## src/rtl/gpu_pkg.sv

```systemverilog
// Shared types for the VGA stream sink: FSM state encoding
// and bit positions inside err_flags.
package gpu_pkg;

    typedef enum logic [1:0] {
        IDLE,
        FRAME,
        DRAIN
    } state_e;

    localparam int ERR_SOP_MID     = 0;
    localparam int ERR_EOP_EARLY   = 1;
    localparam int ERR_EOP_MISSING = 2;
    localparam int ERR_NO_SOP      = 3;

endpackage

```

## src/rtl/vga_stream_if.sv

```systemverilog
// Avalon-ST pixel stream: 30-bit RGB beat with packet framing.
// The VGA master drives it, the sink consumes it.
interface vga_stream_if #(
    parameter int DATA_W = 30
);
    logic [DATA_W-1:0] data;
    logic              startofpacket;
    logic              endofpacket;
    logic              valid;
    logic              ready;

    modport master (
        output data, startofpacket, endofpacket, valid,
        input  ready
    );

    modport slave (
        input  data, startofpacket, endofpacket, valid,
        output ready
    );
endinterface

```

## src/rtl/vga_stream_ready_gen.sv

```systemverilog
// Backpressure generator: free-running 3-bit phase selects one
// bit of ready_mask; s_ready never looks at s_valid.
module vga_stream_ready_gen (
    input  logic       clk,
    input  logic       reset_n,
    input  logic       enable,
    input  logic [7:0] ready_mask,
    output logic       ready
);
    logic [2:0] phase_q;
    logic [2:0] phase_d;

    always_comb begin
        phase_d = phase_q + 3'd1;
    end

    always_ff @(posedge clk or negedge reset_n) begin
        if (!reset_n) begin
            phase_q <= '0;
        end else begin
            phase_q <= phase_d;
        end
    end

    assign ready = enable & ready_mask[phase_q];
endmodule

```

## src/rtl/vga_stream_sink.sv

```systemverilog
// Video stream sink: checks framing against the screen geometry,
// taps pixels with x/y, sums each frame and keeps sticky errors.
module vga_stream_sink
    import gpu_pkg::*;
#(
    parameter int VGA_WIDTH  = 800,
    parameter int VGA_HEIGHT = 600,
    parameter int DATA_W     = 30
) (
    input  logic              clk,
    input  logic              reset_n,
    vga_stream_if.slave       s,
    input  logic              enable,
    input  logic [7:0]        ready_mask,
    input  logic              err_clr,
    output logic              px_valid,
    output logic [15:0]       px_x,
    output logic [15:0]       px_y,
    output logic [DATA_W-1:0] px_data,
    output logic              frame_done,
    output logic              frame_ok,
    output logic [31:0]       frame_checksum,
    output logic [31:0]       frame_pixels,
    output logic [15:0]       frame_count,
    output logic [3:0]        err_flags
);
    localparam logic [15:0] X_LAST = 16'(VGA_WIDTH - 1);
    localparam logic [15:0] Y_LAST = 16'(VGA_HEIGHT - 1);

    vga_stream_ready_gen u_ready (
        .clk        (clk),
        .reset_n    (reset_n),
        .enable     (enable),
        .ready_mask (ready_mask),
        .ready      (s.ready)
    );

    state_e            state_q, state_d;
    logic [15:0]       x_q, x_d, y_q, y_d;
    logic [31:0]       sum_q, sum_d, cnt_q, cnt_d;
    logic              px_valid_q, px_valid_d;
    logic [15:0]       px_x_q, px_x_d, px_y_q, px_y_d;
    logic [DATA_W-1:0] px_data_q, px_data_d;
    logic              done_q, done_d, ok_q, ok_d;
    logic [31:0]       chk_q, chk_d, pix_q, pix_d;
    logic [15:0]       fcount_q, fcount_d;
    logic [3:0]        err_q, err_d;

    logic              acc, sop, eop;
    logic              restart, in_beat, last;
    logic [15:0]       bx, by;
    logic [31:0]       bsum, bcnt;

    assign acc = s.valid & s.ready;
    assign sop = s.startofpacket;
    assign eop = s.endofpacket;

    always_comb begin
        state_d    = state_q;
        x_d        = x_q;
        y_d        = y_q;
        sum_d      = sum_q;
        cnt_d      = cnt_q;
        px_valid_d = 1'b0;
        px_x_d     = px_x_q;
        px_y_d     = px_y_q;
        px_data_d  = px_data_q;
        done_d     = 1'b0;
        ok_d       = ok_q;
        chk_d      = chk_q;
        pix_d      = pix_q;
        fcount_d   = fcount_q;
        err_d      = err_clr ? 4'd0 : err_q;
        restart    = 1'b0;
        in_beat    = 1'b0;

        unique case (state_q)
            IDLE: begin
                if (acc) begin
                    if (sop) restart = 1'b1;
                    else     err_d[ERR_NO_SOP] = 1'b1;
                end
            end
            FRAME: begin
                if (acc && sop) begin
                    // abort close covers only the frame being dropped
                    err_d[ERR_SOP_MID] = 1'b1;
                    done_d  = 1'b1;
                    ok_d    = 1'b0;
                    chk_d   = sum_q;
                    pix_d   = cnt_q;
                    restart = 1'b1;
                end else if (acc) begin
                    in_beat = 1'b1;
                end
            end
            DRAIN: begin
                if (acc && sop) begin
                    err_d[ERR_SOP_MID] = 1'b1;
                    restart = 1'b1;
                end else if (acc && eop) begin
                    state_d = IDLE;
                end
            end
            default: state_d = IDLE;
        endcase

        bx   = restart ? 16'd0 : x_q;
        by   = restart ? 16'd0 : y_q;
        bsum = (restart ? 32'd0 : sum_q) + 32'(s.data);
        bcnt = (restart ? 32'd0 : cnt_q) + 32'd1;
        last = (bx == X_LAST) && (by == Y_LAST);

        if (restart || in_beat) begin
            px_valid_d = 1'b1;
            px_x_d     = bx;
            px_y_d     = by;
            px_data_d  = s.data;
            sum_d      = bsum;
            cnt_d      = bcnt;
            state_d    = FRAME;
            if (bx == X_LAST) begin
                x_d = 16'd0;
                y_d = by + 16'd1;
            end else begin
                x_d = bx + 16'd1;
                y_d = by;
            end
            unique case (1'b1)
                last && eop: begin
                    done_d   = 1'b1;
                    ok_d     = 1'b1;
                    chk_d    = bsum;
                    pix_d    = bcnt;
                    fcount_d = fcount_q + 16'd1;
                    state_d  = IDLE;
                end
                !last && eop: begin
                    err_d[ERR_EOP_EARLY] = 1'b1;
                    done_d  = 1'b1;
                    ok_d    = 1'b0;
                    chk_d   = bsum;
                    pix_d   = bcnt;
                    state_d = IDLE;
                end
                last && !eop: begin
                    err_d[ERR_EOP_MISSING] = 1'b1;
                    done_d  = 1'b1;
                    ok_d    = 1'b0;
                    chk_d   = bsum;
                    pix_d   = bcnt;
                    state_d = DRAIN;
                end
                default: ;
            endcase
        end
    end

    always_ff @(posedge clk or negedge reset_n) begin
        if (!reset_n) begin
            state_q    <= IDLE;
            x_q        <= '0;
            y_q        <= '0;
            sum_q      <= '0;
            cnt_q      <= '0;
            px_valid_q <= 1'b0;
            px_x_q     <= '0;
            px_y_q     <= '0;
            px_data_q  <= '0;
            done_q     <= 1'b0;
            ok_q       <= 1'b0;
            chk_q      <= '0;
            pix_q      <= '0;
            fcount_q   <= '0;
            err_q      <= '0;
        end else begin
            state_q    <= state_d;
            x_q        <= x_d;
            y_q        <= y_d;
            sum_q      <= sum_d;
            cnt_q      <= cnt_d;
            px_valid_q <= px_valid_d;
            px_x_q     <= px_x_d;
            px_y_q     <= px_y_d;
            px_data_q  <= px_data_d;
            done_q     <= done_d;
            ok_q       <= ok_d;
            chk_q      <= chk_d;
            pix_q      <= pix_d;
            fcount_q   <= fcount_d;
            err_q      <= err_d;
        end
    end

    assign px_valid       = px_valid_q;
    assign px_x           = px_x_q;
    assign px_y           = px_y_q;
    assign px_data        = px_data_q;
    assign frame_done     = done_q;
    assign frame_ok       = ok_q;
    assign frame_checksum = chk_q;
    assign frame_pixels   = pix_q;
    assign frame_count    = fcount_q;
    assign err_flags      = err_q;
endmodule

```

## src/flat_wrapper.sv

```systemverilog
// flat-port wrapper written by rule: the top's interface ports become plain ports
module vga_stream_sink_flat import gpu_pkg::*;
#(
    parameter int VGA_WIDTH  = 800,
    parameter int VGA_HEIGHT = 600,
    parameter int DATA_W     = 30
)
  (clk, reset_n, enable, ready_mask, err_clr, px_valid, px_x, px_y, px_data, frame_done, frame_ok, frame_checksum, frame_pixels, frame_count, err_flags, s_data, s_startofpacket, s_endofpacket, s_valid, s_ready);
  vga_stream_if #(.DATA_W(DATA_W)) s_i ();
  input  logic clk;
  input  logic reset_n;
  input  logic enable;
  input  logic [7:0] ready_mask;
  input  logic err_clr;
  output logic px_valid;
  output logic [15:0] px_x;
  output logic [15:0] px_y;
  output logic [DATA_W-1:0] px_data;
  output logic frame_done;
  output logic frame_ok;
  output logic [31:0] frame_checksum;
  output logic [31:0] frame_pixels;
  output logic [15:0] frame_count;
  output logic [3:0] err_flags;
  input wire logic [$bits(s_i.data)-1:0] s_data;
  input wire logic [$bits(s_i.startofpacket)-1:0] s_startofpacket;
  input wire logic [$bits(s_i.endofpacket)-1:0] s_endofpacket;
  input wire logic [$bits(s_i.valid)-1:0] s_valid;
  output wire logic [$bits(s_i.ready)-1:0] s_ready;
  assign s_i.data = s_data;
  assign s_i.startofpacket = s_startofpacket;
  assign s_i.endofpacket = s_endofpacket;
  assign s_i.valid = s_valid;
  assign s_ready = s_i.ready;
  vga_stream_sink #(.VGA_WIDTH(VGA_WIDTH), .VGA_HEIGHT(VGA_HEIGHT), .DATA_W(DATA_W)) u_core (.clk(clk), .reset_n(reset_n), .s(s_i), .enable(enable), .ready_mask(ready_mask), .err_clr(err_clr), .px_valid(px_valid), .px_x(px_x), .px_y(px_y), .px_data(px_data), .frame_done(frame_done), .frame_ok(frame_ok), .frame_checksum(frame_checksum), .frame_pixels(frame_pixels), .frame_count(frame_count), .err_flags(err_flags));
endmodule
```

## config.mk

```make
export PLATFORM = sky130hd
export DESIGN_NAME = vga_stream_sink_flat
export DESIGN_NICKNAME = d
export VERILOG_FILES = /design/src/rtl/gpu_pkg.sv /design/src/rtl/vga_stream_if.sv /design/src/rtl/vga_stream_ready_gen.sv /design/src/rtl/vga_stream_sink.sv /design/src/flat_wrapper.sv
export SDC_FILE = /design/constraint.sdc
export NUM_CORES = 1
export LEC_CHECK = 0
export ABC_AREA = 0
export CAP_MARGIN = 15
export CORE_UTILIZATION = 41
export CTS_CLUSTER_DIAMETER = 100
export DETAILED_ROUTE_END_ITERATION = 10
export PLACE_DENSITY_LB_ADDON = 0.08
export SYNTH_ARGS = -nofsm -noshare
export SYNTH_HDL_FRONTEND = slang
export SYNTH_SLANG_ARGS = --single-unit
```

## constraint.sdc

```tcl
create_clock -name clk -period 13.3 [get_ports clk]
set_input_delay 2.66 -clock clk [delete_from_list [all_inputs] [get_ports clk]]
set_output_delay 2.66 -clock clk [all_outputs]
set_load 0.01 [all_outputs]
```

Word level (Yosys, flattened, before mapping)
Index checks and enable logic that the tools add are counted.

$add $sub $neg: 6. $lt $le $gt $ge: 1. Equal/unequal tests: 7. Mux-type cells: 45. Bitwise operators: 2. Reductions and logical operators: 17.

Operators by type and width (count): $mux W32 (10); $mux W16 (4); $add A16 B1 Y16 const B (3); $add A32 B1 Y32 const B (1); $add A32 B30 Y32 (1); $eq A16 B10 Y1 const B (2); $mux W1 (21); $mux W2 (4); $pmux W2 S2 (2); $reduce_or A2 Y1 (4); $logic_and A1 B1 Y1 (6); $lt A3 B4 Y1 const B (1); $mux W4 (1); $pmux W1 S2 (2); $add A3 B1 Y3 const B (1); $bmux W1 S3 (1); $ne A3 B1 Y1 const B (1); $ne A3 B3 Y1 const B (1); $reduce_and A3 Y1 (1); $reduce_or A3 Y1 (1); $and A1 B1 Y1 (2); $eq A2 B1 Y1 const B (1); $eq A2 B2 Y1 const B (1); $logic_not A1 Y1 (2); other kinds (4) (4).

Register bits after elaboration: 250. Input bits: 45. Output and inout bits: 150. Word-level logic and storage cells: 94.

Logic depth before layout (Yosys ltp)
Gate-level depths: netlist of the first run.

Depth in word-level cells: 15. Mapped depth: 19. Depth with buffers taken out: 17.

By module
Synthesis of the first run repeated with hierarchy kept, for this count alone.

Cell total of the unflattened synthesis: 1552. Area, all modules: 13611.8 µm².

Modules (own cells, without submodules): vga_stream_sink (times used 1, cells each 1540, area each 13444.1 µm², seq. area each 6180.9 µm²); vga_stream_ready_gen (times used 1, cells each 12, area each 167.7 µm², seq. area each 75.1 µm²).

Worst setup path before layout of the first run
No wires, ideal clock.

Path type: input to register. Start point: in ready_mask[7]. End point: reg u_core.sum_q[30]. Setup time: 0.099 ns. Data arrival time: 6.536 ns. Data required time: 13.201 ns. Path slack: 6.665 ns. Stages: 17. Buffers on the path: 2. Cell sequence: mux4_2 -> mux2_2 -> nand4_2 -> clkbuf_1 -> clkbuf_1 -> and2_1 -> ha_1 -> fa_1 -> a211oi_1 -> o211ai_1 -> a31oi_1 -> o41ai_1 -> nand3_1 -> a311o_1 -> o21ai_1 -> a21oi_1 -> a311oi_1.

Longest elaborated chain between the ends: 9. Elaborated cells on any way between the ends: 14. Classes of those cells: add/sub (1); mux (9); bitwise (2); reduce/logical (2).

Ends and longest elaborated chain: start: declaration (line flat_wrapper.sv:13) `input logic [7:0] ready_mask;`; $bmux W1 S3 (*) (line vga_stream_ready_gen.sv:25) `assign ready = enable & ready_mask[phase_q];`; $mux W1 (implied by the code) (*) (line vga_stream_ready_gen.sv:25); $and A1 B1 Y1 (*) (line vga_stream_ready_gen.sv:25); $and A1 B1 Y1 (*) (line vga_stream_sink.sv:54) `assign acc = s.valid & s.ready;`; $logic_and A1 B1 Y1 (line vga_stream_sink.sv:85, vga_stream_sink.sv:98); $mux W1 (line vga_stream_sink.sv:85, vga_stream_sink.sv:98); $pmux W1 S2 (line vga_stream_sink.sv:77) `unique case (state_q)`; $mux W32 (line vga_stream_sink.sv:110) `bsum = (restart ? 32'd0 : sum_q) + 32'(s.data);`; $add A32 B30 Y32 (line vga_stream_sink.sv:110); end signal: assignment (line vga_stream_sink.sv:180) `sum_q <= sum_d;`; end: declaration (line vga_stream_sink.sv:40) `logic [31:0] sum_q, sum_d, cnt_q, cnt_d;`.

Every way passes the cells marked *; elsewhere a longest branch is shown, timed or not. The select of a mux whose other input is x is not followed. A chain may end at the register's enable or synchronous reset.

Worst setup path after layout of the first run
Start point: in ready_mask[7]. End point: out s_ready.

Longest elaborated chain between the ends: 3.

Ends and longest elaborated chain: $bmux W1 S3 (line vga_stream_ready_gen.sv:25); $mux W1 (implied by the code) (line vga_stream_ready_gen.sv:25); $and A1 B1 Y1 (line vga_stream_ready_gen.sv:25); end: declaration (line flat_wrapper.sv:29) `output wire logic [$bits(s_i.ready)-1:0] s_ready;`.

No other way between the ends. The select of a mux whose other input is x is not followed.

==> results.ini, run 1 <==
[status]
status = complete, no violations

[cts]
cts_setup_buffers = 0
path_clk_slew_ps = 60
cts_resized = 0
cts_hold_buffers = 0
cts_tree = yes
cts_made_buffers = 30
cts-root-buf = clkbuf_16
cts_max_path_buffers = 3
cts-htree-levels = 1
clock_sinks = 250
clkLatencyLatePin_ps = 550

[logic_synthesis]
synth.area.top_cells = dfrtp_1 48%, nand2_1 9.8%, a21oi_1 4.0%
synth-edff-count = 0
netlist_top_cells_count = 340 x nand2_1, 250 x dfrtp_1, 104 x a21oi_1, 98 x o21ai_0, 85 x nor2_1
ys_ff_latch = 250
syn-num-nets = 1532
ys_warn_count = 0
yosysMostFrequentCell = nand2_1
syn_area_um2 = 13000
ys_seq_area_share_pct = 48.1
synthArstFlopShare_pct = 100
syn_inst = 1447
synth.largest_area_cell = dfrtp_1
ys.flop_type = dfrtp_1
yosysTopAreaCellShare_pct = 48.1
avgSynthCellArea_um2 = 9.00
ys_types = 60

[global_routing]
gr-usage-met3_pct = 3.46
grt_pass1_vias = 10600
grt_use_met2_pct = 33.6
grt_max_degree = 149
grt_overflow = 0
grt_use_total_pct = 21.0
grt_busiest_layer = met2
antenna_found_initial = 0
met1_usage_pct = 29.6
grt_pass1_wl_mm = 56.4

[floorplan]
ios = 195
dieArea_um2 = 32500
fp.dieH_um = 180
rows = 64
design.core.area_um2 = 30900
initial_core_util_pct = 42.1
die_w_um = 180

[detailed_routing]
drt-pass1-iter-count = 5
viasPerCell = 5.39
wl_mm = 34.2
drc = 0
wire_per_inst_um = 16.9
antenna_left = 0
num_vias = 10900
drt_iter0_markers = 666

[timing]
max_slew.worst_pin.slew_ps = 893
hold_viol_final = 0
hold-worst-slack_ps = 471
slew_violations = 0
tns_ps = 0
max_freq_mhz = 138
rsz0062_at_grt = no
relSlewSlack_pct = 40.5
final.min_clock_period_ps = 7260
finClkSkew_ps = 14.8
timing.final.crit_share_pct = 54.6
setup_viol = 0

[critical_path]
cp_data_required_time_ps = 10640
endpoint_kind = output port
cp.arrival_ps = 4600
r2r-start = u_core.u_ready.phase_q[0]$_DFF_PN0_
r2r_end = u_core.frame_pixels[29]$_DFF_PN0_
setup.worst_path.class = in -> out
start_kind = primary input
crit_fanout = 5
regToRegSetupSlack_ps = 8380
r2r_cells = 15

[cells_and_area]
nNetsFinal = 1689
utilization_pct = 52.6
antenna_cells = 0
area_growth_pct = 24.8
layout-drive-gt1-share_pct = 5.35
multiInputGateArea_um2 = 6390
fillers = 2903
regArea_um2 = 6260

[hold_path]
min_path_cells = 2
hp-class = reg -> reg
hold_end = u_core.px_data[29]$_DFFE_PN0N_
worstHoldStart = u_core.px_data[29]$_DFFE_PN0N_

[place]
gp_congestion = 0.820
io_buffers = 194
hpwl_mm = 22.2

[pwr]
ir_drop_mv = 0.127
leakage_nw = 7.42
p_per_area_nw_per_um2 = 173

[flow_run]
max_cap_violations = 0

==> logic make-up (layout without fill, tap and decap cells) <==
| family | after synthesis | in the layout | synth area share [%] |
|---|---|---|---|
| buffers and inverters | 102 | 280 | 3.01 |
| DFF | 250 | 250 | 48.1 |
| adders and majority gates | 40 | 40 | 3.90 |
| xor gates and xnor gates | 72 | 72 | 4.84 |
| muxes | 47 | 47 | 3.90 |
| AOI/OAI and AO/OA | 306 | 306 | 14.2 |
| and+or+nand+nor | 630 | 630 | 22.1 |
==> cell usage in the layout (no fill, tap or decap), drive strengths merged, types with 32 or more instances in the layout <==
cell and n:
nand2 341, dfrtp 250, clkdlybuf4s50 193, a21oi 104, o21ai 101, nor2 85
and2 48, xnor2 46, clkbuf 43, ha 39, mux2i 35, nand3 32
==> state kept, by name, indices dropped and copies added (netlist names), 2 cells and up <==
register and flops:
u_core.frame_count 16, u_core.px_x 16, u_core.sum_q 32, u_core.state_q 2, u_core.frame_checksum 32, u_core.y_q 16, u_core.x_q 16, u_core.px_data 30
u_core.px_y 16, u_core.err_flags 4, u_core.cnt_q 32, u_core.u_ready.phase_q 3, u_core.frame_pixels 32
==> how the worst max path moves through the flow <==
stage	start	to	cells past startpoint
after global placement	ready_mask[7]	u_core.frame_pixels[29]$_DFF_PN0_	16
after floorplan	ready_mask[7]	u_core.sum_q[30]$_DFFE_PN0N_	17
after global routing	ready_mask[7]	s_ready	5
final	ready_mask[7]	s_ready	5
after CTS	ready_mask[7]	s_ready	5
after detailed placement	ready_mask[7]	u_core.sum_q[30]$_DFFE_PN0N_	17
==> routing by layer <==
metal	part of all wire (%)	vias to the layer above
met4	2.1	0
met5	0	-
met2	45	238
met1	48	5275
li1	-	5330
met3	4.8	49
==> cell type report <==
cell class | count | share of cell area, %
clock buffer | 43 | 5.48
tap | 396 | 3.05
clock inverter | 10 | 0.524
sequential | 250 | 38.5
inverter | 21 | 0.485
timing repair buffer | 206 | 12.6
multi-input combinational | 1095 | 39.3
==> critical path: stages <==
cell and delay, ps:
clkdlybuf4s50_1 400, mux4_2 480, mux2_2 350, and2_1 220, clkdlybuf4s50_1 490
==> stage by stage <==
step / setup WS (ps) / cells / power [W] / area [um2]
3_3_place_gp: 5970 / 1968 / 0.00200 / 15300
4_1_cts: 6040 / 2021 / 0.00284 / 16200
6_report: 6040 / 2021 / 0.00281 / 16200
5_1_grt: 5990 / 2021 / 0.00299 / 16200
2_1_floorplan: 6660 / 1447 / 0.00163 / 13000
3_5_place_dp: 5860 / 1968 / 0.00202 / 15300
==> power breakdown <==
| part | internal, W | total [W] | switching, W |
|---|---|---|---|
| combinational | 0.000473 | 0.000975 | 0.000502 |
| sequential | 0.000919 | 0.00103 | 0.000110 |
| clock | 0.000481 | 0.000807 | 0.000325 |
Note: power is estimated with default switching activity, not from simulation.
==> run 2: changes to the inputs <==
==> constraint.sdc (replaced) <==
create_clock -name clk -period 7.3 [get_ports clk]
set_input_delay 1.46 -clock clk [delete_from_list [all_inputs] [get_ports clk]]
set_output_delay 1.46 -clock clk [all_outputs]
set_load 0.01 [all_outputs]
==> run 2 against run 1 <==
- wire length decreased by 0.29%
- global-route usage increased by 0.17 points
- sequential share of layout area increased by 0.12 points
- die area unchanged
- combinational power increased by 83%
- final cell count about the same
- sequential power increased by 82%
- clock power increased by 73%
- final area decreased by 0.32%
- critical path depth increased by 10
- core utilization decreased by 0.17 points
- clock skew decreased by 5.4 ps
- largest power group unchanged
- highest routed layer unchanged
==> results.ini, run 2 (synthesis results as in run 1) <==
[status]
status = complete, no violations

[timing]
worst_slack_ps = 1580
timing.final.crit_share_pct = 78.3
hold-worst-slack_ps = 470
slew_violations = 0
setup_viol = 0
finClkSkew_ps = 9.42
final.min_clock_period_ps = 5720
rsz0062_at_grt = no
max_slew.worst_pin.slew_ps = 982
max_freq_mhz = 175
hold_viol_final = 0
relSlewSlack_pct = 34.6
tns_ps = 0

[detailed_routing]
viasPerCell = 5.41
wl_mm = 34.1
drt_iter0_markers = 728
drt-pass1-iter-count = 5
drc = 0
num_vias = 10900
antenna_left = 0
wire_per_inst_um = 16.9

[cts]
cts_setup_buffers = 0
cts_resized = 0
cts-htree-levels = 1
path_clk_slew_ps = 60
cts_tree = yes
cts_hold_buffers = 0
cts-root-buf = clkbuf_16
cts_max_path_buffers = 3
cts_made_buffers = 28
clkLatencyLatePin_ps = 540
clock_sinks = 250

[pwr]
power_w = 0.00505
leakage_nw = 7.39
p_per_area_nw_per_um2 = 312
ir_drop_mv = 0.197

[critical_path]
r2r_cells = 14
start_kind = primary input
setup.worst_path.class = in -> reg
endpoint_kind = flip-flop
path_cells = clkdlybuf4s50_1 -> mux4_2 -> mux2_2 -> nand4_2 -> buf_4 -> and2_1 -> ha_1 -> and4_1 -> and4_1 -> a31oi_1 -> nor2_4 -> nand2_1 -> buf_4 -> o21ai_0 -> a221o_1
cp_data_required_time_ps = 7720
crit_path_top_delay_cell = a31oi_1
crit_fanout = 41
cpPeakStageDelay_ps = 640
cp.arrival_ps = 6130

[global_routing]
antenna_found_initial = 0
grt_overflow = 0
grt_pass1_wl_mm = 56.6
grt_pass1_vias = 10500
grt_max_degree = 158
grt_use_total_pct = 21.2

[floorplan]
die_w_um = 180
design.core.area_um2 = 30900
fp.dieH_um = 180
initial_core_util_pct = 42.1
ios = 195
dieArea_um2 = 32500
rows = 64

[cells_and_area]
area_growth_pct = 24.4
layout_commonest_cell = nand2_1
nNetsFinal = 1690
fillers = 2922
layout_common_cells = 340 x nand2_1, 250 x dfrtp_1, 193 x clkdlybuf4s50_1, 104 x a21oi_1, 98 x o21ai_0
layout-drive-gt1-share_pct = 4.99
antenna_cells = 0

[place]
dp_slack_ps = 1050
io_buffers = 194
gp_congestion = 0.818
hpwl_mm = 22.6

[hold_path]
hp-class = reg -> reg
min_path_cells = 1

[flow_run]
max_cap_violations = 0

-- run 2: cell count changes in the layout (fill, tap and decap cells not counted), sizes merged --
cell      before  now
clkbuf        43   42
clkinv         7    4
clkinvlp       1    0
buf           13   16
inv           22   21
bufinv         1    2
-- run 2: final cells by class --
type,instances,area [um2],share of cell area [%]
multi-input combinational,1095,6390,39.5
sequential,250,6260,38.6
timing repair buffer,209,2070,12.8
clock buffer,42,825,5.09
tap,396,495,3.06
clock inverter,6,80.1,0.494
inverter,21,78.8,0.487
-- run 2: where the power goes --
group          internal [W]  switching (W)
clock network      0.000841       0.000558
logic              0.000864       0.000911
registers           0.00168       0.000199
total               0.00338        0.00167
-- run 2: per-stage QoR --
step	area, um2	utilization (%)	std cells
4_1_cts	16200	52.4	2019
3_5_place_dp	15300	49.5	1971
3_3_place_gp	15300	49.5	1971
5_1_grt	16200	52.4	2019
2_1_floorplan	13000	-	1447
6_report	16200	52.4	2019
-- run 2: final timing paths --
kind / from / endpoint / slack, ps
setup / recovery: ready_mask[6] / u_core.frame_pixels[15]$_DFF_PN0_ / 1580
hold / removal: u_core.frame_count[15]$_DFFE_PN0P_ / u_core.frame_count[15]$_DFFE_PN0P_ / 470
setup reg to reg: u_core.u_ready.phase_q[0]$_DFF_PN0_ / u_core.frame_pixels[15]$_DFF_PN0_ / 2390
hold reg to reg: u_core.frame_count[15]$_DFFE_PN0P_ / u_core.frame_count[15]$_DFFE_PN0P_ / 470
max in group asynchronous: reset_n / u_core.sum_q[31]$_DFFE_PN0N_ / 5000
min in group asynchronous: reset_n / u_core.frame_count[10]$_DFFE_PN0P_ / 910
-- run 2: layer usage --
layer,vias up,global-route usage [%],wire length [um]
li1,5337,-,-
met1,5266,29.9,16400
met2,280,34.1,15300
met3,42,3.54,1820
met4,0,4.75,629
met5,-,0,0
-- run 2: worst max-delay path, delay by kind of cell --
kind	cells	cell delay, ps
mux	2	480
compound gates	3	1150
fa+ha+maj	1	240
simple gates	6	1520
buf+inv	3	1280
==> run 3: changes to the inputs <==
==> constraint.sdc (replaced) <==
create_clock -name clk -period 5.8 [get_ports clk]
set_input_delay 1.16 -clock clk [delete_from_list [all_inputs] [get_ports clk]]
set_output_delay 1.16 -clock clk [all_outputs]
set_load 0.01 [all_outputs]
==> run 3 against run 2 <==
- sequential share of layout area fell by 0.52 points
- flip-flop and latch count did not move
- hold slack improved by 1.6 ps
- clock power rose by 37%
- highest routed layer unchanged
- via count rose by 0.27%
- non-clock buffer count rose by 8
- register-to-register slack got worse by 1200 ps
- critical endpoint is now u_core.sum_q[30]$_DFFE_PN0N_
- global-route usage rose by 0.46 points
==> results.ini, run 3 (synthesis results as in run 1) <==
[timing]
max_slew.worst_pin.slew_ps = 847
rsz0062_at_grt = no
slew_violations = 0
timing.final.crit_share_pct = 88.7
relSlewSlack_pct = 43.5
setup_viol = 0
hold_viol_final = 0
hold-worst-slack_ps = 472
final.min_clock_period_ps = 5150
worst_slack_ps = 655
max_freq_mhz = 194
tns_ps = 0
finClkSkew_ps = 7.78

[critical_path]
cp_num_buf_inv = 1
path_cells = clkdlybuf4s50_1 -> mux4_2 -> mux2_2 -> nand4_2 -> and2_1 -> ha_1 -> fa_1 -> a211oi_1 -> o211ai_1 -> a31oi_1 -> o41ai_1 -> nand3_1 -> a311o_1 -> o21ai_1 -> a21oi_1 -> a311oi_1
cpPeakStageDelay_ps = 470
crit_fanout = 11
cp_data_required_time_ps = 6230
setup.worst_path.class = in -> reg
cp.arrival_ps = 5570
endpoint_kind = flip-flop
crit_path_top_delay_cell = mux4_2
start_kind = primary input
crit_family = compound AO/OA/AOI/OAI gates

[detailed_routing]
drc = 0
wire_per_inst_um = 17.1
wl_met2_mm = 15.8
drt_iter0_markers = 844
drt-pass1-iter-count = 5
num_vias = 11000
antenna_left = 0
met3_length_mm = 1.53
m1WireLength_mm = 16.6
wl_mm = 34.7
top_layer = met4
viasPerCell = 5.39

[cells_and_area]
layout-drive-gt1-share_pct = 5.93
fillers = 2832
nNetsFinal = 1699
layout_common_cells = 340 x nand2_1, 250 x dfrtp_1, 193 x clkdlybuf4s50_1, 104 x a21oi_1, 98 x o21ai_0
layout_commonest_cell = nand2_1
antenna_cells = 0
utilization_pct = 53.1
area_growth_pct = 26.1
fin_cells = 2032

[pwr]
p_per_area_nw_per_um2 = 398
ir_drop_mv = 0.270
leakage_nw = 7.51

[floorplan]
initial_core_util_pct = 42.1
fp.dieH_um = 180
ios = 195
dieArea_um2 = 32500
rows = 64
design.core.area_um2 = 30900
die_w_um = 180

[global_routing]
grt_pass1_wl_mm = 58.1
antenna_found_initial = 0
grt_overflow = 0
grt_max_degree = 115
grt_pass1_vias = 10800
grt_use_total_pct = 21.7

[cts]
clkLatencyLatePin_ps = 530
path_clk_slew_ps = 60
cts-htree-levels = 1
cts_hold_buffers = 0
cts_resized = 0
cts_setup_buffers = 0
cts-root-buf = clkbuf_16
cts_made_buffers = 29
cts_tree = yes
clock_sinks = 250
cts_max_path_buffers = 3

[hold_path]
hp-class = reg -> reg

[place]
hpwl_mm = 22.9
io_buffers = 194
dp.cells = 1979
gp_congestion = 0.840
dp_slack_ps = 97.6

[status]
status = complete, no violations

[flow_run]
max_cap_violations = 0

[run 3: power breakdown]
part,total (W),leakage (nW),internal [W],switching (W)
logic,0.00225,3.69,0.00110,0.00116
clock network,0.00192,0.497,0.00119,0.000725
registers,0.00236,3.32,0.00211,0.000254
total,0.00653,7.51,0.00440,0.00213
[run 3: tightest hold or removal path, stage by stage, from the launching register on]
cell     delay, ps
dfrtp_1        350
nand2_1         50
nand2_1         50
[run 3: per-layer routing]
metal	global-route usage, %	up-vias
met5	0	-
met4	4.99	0
met3	3.23	47
met2	35.4	265
met1	30.3	5283
li1	-	5360
[run 3: final cells by class]
cell class,count,area (um2),share of cell area (%)
multi-input combinational,1095,6390,38.9
sequential,250,6260,38.1
timing repair buffer,217,2180,13.3
clock buffer,42,855,5.21
tap,396,495,3.02
clock inverter,11,160,0.976
inverter,21,78.8,0.480
[run 3: stage by stage]
stage / power, W / area, um2
floorplan: 0.00373 / 13000
global placement: 0.00461 / 15400
detailed placement: 0.00464 / 15400
CTS: 0.00660 / 16400
global route: 0.00696 / 16400
finish: 0.00653 / 16400
[run 3: worst paths after layout]
check	startpoint	to	slack, ps	cells past startpoint
setup / recovery	ready_mask[7]	u_core.sum_q[30]$_DFFE_PN0N_	650	16
max in group asynchronous	reset_n	u_core.px_y[3]$_DFFE_PN0N_	4070	2
hold / removal	u_core.frame_ok$_DFF_PN0_	u_core.frame_ok$_DFF_PN0_	470	2
setup reg to reg	u_core.u_ready.phase_q[0]$_DFF_PN0_	u_core.sum_q[30]$_DFFE_PN0N_	1170	15
hold reg to reg	u_core.frame_ok$_DFF_PN0_	u_core.frame_ok$_DFF_PN0_	470	2
min in group asynchronous	reset_n	u_core.px_data[5]$_DFFE_PN0N_	620	1
